**config.mk**
```make
export PLATFORM = sky130hd
export DESIGN_NAME = multdiv_seq
export DESIGN_NICKNAME = d
export VERILOG_FILES = /design/src/rtl/multdiv_seq.sv
export SDC_FILE = /design/constraint.sdc
export NUM_CORES = 1
export LEC_CHECK = 0
export ABC_AREA = 1
export CAP_MARGIN = 0
export CORE_MARGIN = 2
export CORE_UTILIZATION = 38
export DETAILED_ROUTE_END_ITERATION = 12
export SYNTH_ARGS = -nofsm -noshare
export SYNTH_HDL_FRONTEND = slang
export SYNTH_SLANG_ARGS = --single-unit
```
**constraint.sdc**
```tcl
create_clock -name clock -period 6.7 [get_ports clock]
set_input_delay 1.34 -clock clock [delete_from_list [all_inputs] [get_ports clock]]
set_output_delay 1.34 -clock clock [all_outputs]
set_load 0.1 [all_outputs]
```
**src/rtl/multdiv_seq.sv**
```systemverilog
// multdiv_seq
//   Sequential signed multiply / divide unit. A one-cycle start pulse latches
//   both operands. The unit then iterates for 32 cycles and pulses
//   data_resultRDY for one cycle with the result. Both operations work on
//   operand magnitudes and fix up the sign at the final step.
//
// Ports
//   clock           rising-edge system clock
//   reset           asynchronous, active-high reset
//   ctrl_MULT       start pulse for a signed multiply (wins over ctrl_DIV)
//   ctrl_DIV        start pulse for a signed divide
//   data_operandA   multiplicand / dividend, sampled only on a start edge
//   data_operandB   multiplier / divisor, sampled only on a start edge
//   data_result     product[31:0] or quotient, held until the next completion
//   data_exception  multiply overflow, divide overflow or divide-by-zero
//   data_resultRDY  one-cycle pulse marking the result valid
//   busy            high while an operation is iterating (pipeline stall)

module multdiv_seq (
    input  logic        clock,
    input  logic        reset,
    input  logic        ctrl_MULT,
    input  logic        ctrl_DIV,
    input  logic [31:0] data_operandA,
    input  logic [31:0] data_operandB,
    output logic [31:0] data_result,
    output logic        data_exception,
    output logic        data_resultRDY,
    output logic        busy
);

    typedef enum logic [1:0] {IDLE, MUL, DIV, DONE} state_t;

    state_t      state, next_state;
    logic [5:0]  count;
    logic [63:0] acc;
    logic [31:0] operand_mag;
    logic        negate;

    logic        start;
    logic        last_step;
    logic [31:0] mag_a, mag_b;
    logic [32:0] mul_sum;
    logic [63:0] mul_next, mul_final;
    logic        mul_exc;
    logic [32:0] div_shift, div_diff;
    logic [63:0] div_next;
    logic [31:0] div_q, div_res;
    logic        div_exc;

    assign start     = ctrl_MULT | ctrl_DIV;
    assign last_step = (count == 6'd31);
    assign mag_a     = data_operandA[31] ? (~data_operandA + 32'd1) : data_operandA;
    assign mag_b     = data_operandB[31] ? (~data_operandB + 32'd1) : data_operandB;

    // State register.
    always_ff @(posedge clock or posedge reset) begin
        if (reset) begin
            state <= IDLE;
        end else begin
            state <= next_state;
        end
    end

    // Next-state logic. A start pulse restarts the unit from any state.
    always_comb begin
        next_state = state;
        if (start) begin
            next_state = ctrl_MULT ? MUL : DIV;
        end else begin
            case (state)
                MUL, DIV: if (last_step) next_state = DONE;
                DONE:     next_state = IDLE;
                default:  next_state = IDLE;
            endcase
        end
    end

    // Multiply step. acc holds {partial product, remaining multiplier bits}.
    // operand_mag holds the multiplicand magnitude. Each step conditionally
    // adds it into the high half and shifts the whole register right.
    always_comb begin
        mul_sum   = {1'b0, acc[63:32]} + (acc[0] ? {1'b0, operand_mag} : 33'd0);
        mul_next  = {mul_sum, acc[31:1]};
        mul_final = negate ? (~mul_next + 64'd1) : mul_next;
        mul_exc   = (mul_final[63:32] != {32{mul_final[31]}});
    end

    // Restoring divide step. acc holds {partial remainder, dividend/quotient}.
    // operand_mag holds the divisor magnitude. A zero divisor never borrows,
    // so the raw quotient is all ones. That case is overridden at the end.
    // The only unrepresentable quotient is +2^31 (0x80000000 / -1).
    always_comb begin
        div_shift = {acc[63:32], acc[31]};
        div_diff  = div_shift - {1'b0, operand_mag};
        div_next  = div_diff[32] ? {div_shift[31:0], acc[30:0], 1'b0}
                                 : {div_diff[31:0],  acc[30:0], 1'b1};
        div_q     = div_next[31:0];
        div_res   = negate ? (~div_q + 32'd1) : div_q;
        div_exc   = (operand_mag == 32'd0) || (!negate && div_q[31]);
    end

    // Datapath and result registers. Results change only on the final step.
    always_ff @(posedge clock or posedge reset) begin
        if (reset) begin
            acc            <= 64'd0;
            operand_mag    <= 32'd0;
            negate         <= 1'b0;
            count          <= 6'd0;
            data_result    <= 32'd0;
            data_exception <= 1'b0;
        end else if (start) begin
            negate      <= data_operandA[31] ^ data_operandB[31];
            operand_mag <= ctrl_MULT ? mag_a : mag_b;
            acc         <= {32'd0, ctrl_MULT ? mag_b : mag_a};
            count       <= 6'd0;
        end else if (state == MUL) begin
            acc <= mul_next;
            if (count != 6'd32) count <= count + 6'd1;
            if (last_step) begin
                data_result    <= mul_final[31:0];
                data_exception <= mul_exc;
            end
        end else if (state == DIV) begin
            acc <= div_next;
            if (count != 6'd32) count <= count + 6'd1;
            if (last_step) begin
                data_result    <= (operand_mag == 32'd0) ? 32'd0 : div_res;
                data_exception <= div_exc;
            end
        end
    end

    assign data_resultRDY = (state == DONE);
    assign busy           = (state == MUL) || (state == DIV);

endmodule

```
==> metrics.cfg <==
[synth]
ys_types=54
yosysTopAreaCell=dfrtp_1
synth_common_cells=832 x nand2_1, 414 x inv_1, 247 x nor2_1, 189 x nand3_1, 178 x o21ai_0
netlist_area_mm2=0.01663
avgSynthCellArea_um2=5.920
ys_ff_latch=138
synth_edf_count=0
ys_top_cells_by_area=dfrtp_1 21%, nand2_1 19%, inv_1 9.3%
netlist.area_leader.share_pct=20.77
async_reset_ff_share_pct=100.0
yosys.cell_count.top_type=nand2_1
synthCells=2809
synth_ff_type=dfrtp_1
yosys_warnings=0
ys_seq_area_share_pct=20.77
syn_nets=2952

[floorplanning]
die_w_um=213.2
ios=103
die_y_um=213.2
core_area_mm2=0.04317
dieArea_mm2=0.04545
rows=76
initial_core_util_pct=38.52

[critical_path]
cp.required_ns=7.07
reg2reg_depth=24
rr_startpoint=acc[31]
regToRegSetupSlack_ns=2.30
cp_common_cell=nand2_1
crit_path_max_fanout=15
startpoint_type=flop
cp_num_buf_inv=4
critPathKind=flop to flop
arrival_ns=4.77
crit_family=simple AND/OR/NAND/NOR gates
path_cells=inv_1 > ha_1 > inv_1 > fa_1 > nand2_1 > o21ai_2 > nand2_1 > nand2_2 > a21oi_2 > o21ai_2 > nand2_1 > nand2_2 > nand4_1 > nand2_1 > nand2_1 > nand2_4 > inv_2 > ha_1 > nor2_1 > clkinv_1 > nand2_1 > xor2_1 > a21oi_1 > a21oi_1
cpPeakStageDelay_ns=0.58
reg2reg_to=data_result[16]
cp_slowest_cell=nor2_1
end_kind=flop

[grt]
met1_usage_pct=42.17
grt_pass1_vias=18190
grt_use_met3_pct=4.236
grt_util_met2_pct=49.08
grt_overflow=0
grt.busiest_layer=met2
antenna_found_initial=0
grt_max_degree=95
grt.total_usage_pct=31.42
grt_pass1_wl_mm=108.1

[timing]
setup_tns_ns=0
slew_viol_final=0
rsz0062_at_grt=no
hold_viol=0
tightestPinTransition_ns=0.9988
final.period_utilization_pct=65.67
max_freq_ghz=0.2273
setup_violations=0
slew-limit-headroom_pct=33.20
whs_ns=0.4787
finClkSkew_ns=0.01268
final.min_clock_period_ns=4.400

[min_path]
hold_start=data_result[29]
min_path_cells=2
whs_endpoint=data_result[29]
hold_path_class=flop to flop

[routing]
postRouteWirelength_mm=70.16
ant_nets=0
drtIter0Drc=1844
firstDrtPassIters=5
drc=0
detail_route.wl_per_cell_um=20.30
vias=19187
viasPerCell=5.552

[clocking]
clkLatencyLatePin_ns=0.45
h-tree-depth=4
clkTransAtPathRegs_ns=0.06
cts_tree=done
post_cts_buffers=0
cts-root-buf=clkbuf_16
ctsHoldBuffers=0
clockBufferDepth=2
numCtsBuffers=17
numClockSinks=138
cts_resized=0

[placement]
gp_routability_congestion=0.9909
placed_cell_area_mm2=0.01818
dp_cells=3424
dp_hpwl_mm=56.22
io_buffers=102

[power_and_ir_drop]
p_leak_nw=9.647
total_power_mw=4.707
vdd_drop_max_mv=0.4119
powerDensity_mw_per_mm2=250.1

[finish]
final_area_mm2=0.01882
final_layout_size_suffix_gt1_share_pct=6.513
area_growth_pct=13.17
antenna_cells=0
fin_nets=3001
multi_input_area_mm2=0.01121
finalNonFillerCells=3456
seqCellArea_mm2=0.003455
fillCellCount=4788

[run_status]
status=finished, final reports clean

[run]
cap_violations=0

==> per-stage QoR <==
step	utilization, %	worst slack [ns]
floorplan	-	1.664
global placement	42.11	2.386
detailed placement	42.11	2.293
CTS	43.59	2.298
global route	43.59	1.852
finish	43.59	2.300
==> cells by family (layout without fill, tap and decap cells) <==
family,count (synthesis),after routing,share of synthesized area (%)
simple gates,1473,1473,38.33
buf+inv,524,586,12.00
compound gates,504,504,18.16
flops,138,138,20.77
xor+xnor,95,95,5.003
fa+ha+maj,75,75,5.733
==> flip-flops by register name (all words and copies together) (netlist names) <==
| register | flops |
|---|---|
| state | 2 |
| acc | 64 |
| operand_mag | 32 |
| data_exception | 1 |
| count | 6 |
| data_result | 32 |
| negate | 1 |
==> layer usage <==
| metal | part of all wire (%) | routed length (µm) |
|---|---|---|
| met4 | 5.8 | 4047 |
| met2 | 43 | 30360 |
| met3 | 6.9 | 4826 |
| met5 | 0 | 0 |
| met1 | 44 | 30920 |
==> where the power goes <==
group	internal (mW)	total, mW	switching [mW]	leakage (nW)
sequential	0.986	1.21	0.221	1.69
combinational	0.653	2.44	1.79	7.65
clock	0.654	1.06	0.404	0.311
==> layout make-up <==
| class | instances | share of cell area [%] |
|---|---|---|
| multi-input cells | 2147 | 59.54 |
| flip-flops and latches | 138 | 18.36 |
| clock buffers | 22 | 2.520 |
| repair buffers | 121 | 6.156 |
| clock inverters | 10 | 0.8710 |
| well taps | 585 | 3.889 |
| inverters | 433 | 8.663 |
==> tightest hold or removal path: stages, from the launching register on <==
cell,delay (ns)
dfrtp_1,0.34
nand2_1,0.05
nand2_1,0.06
==> worst max-delay path by stage <==
stage               startpoint  slack (ns)  cells after the start               to
finish                 acc[31]        2.30                     24  data_result[16]
global route           acc[31]        1.85                     24   data_result[6]
CTS                    acc[31]        2.30                     24  data_result[16]
detailed placement     acc[31]        2.29                     24   data_result[6]
global placement       acc[31]        2.39                     24  data_result[16]
floorplan                reset        1.66                      1           acc[0]
==> cells in the final DEF (no fill, tap or decap), types with 12 or more instances in the layout <==
cell and n:
nor4_1 12, xor2_1 67, o21ai_0 178, a22oi_1 12
a21oi_1 148, nand2_2 50, nor3_1 28, o2111ai_1 17
clkbuf_16 17, o221ai_1 12, nor2_2 28, nand2_1 832
inv_1 412, dfrtp_1 137, nand3_2 16, buf_4 19
nand4_1 39, a31oi_1 27, clkdlybuf4s50_1 101, ha_1 72
xnor2_1 28, o211ai_1 38, a32o_1 20, nor2_1 242
inv_2 12, nand3_1 189
Note: power is estimated with default switching activity, not from simulation.
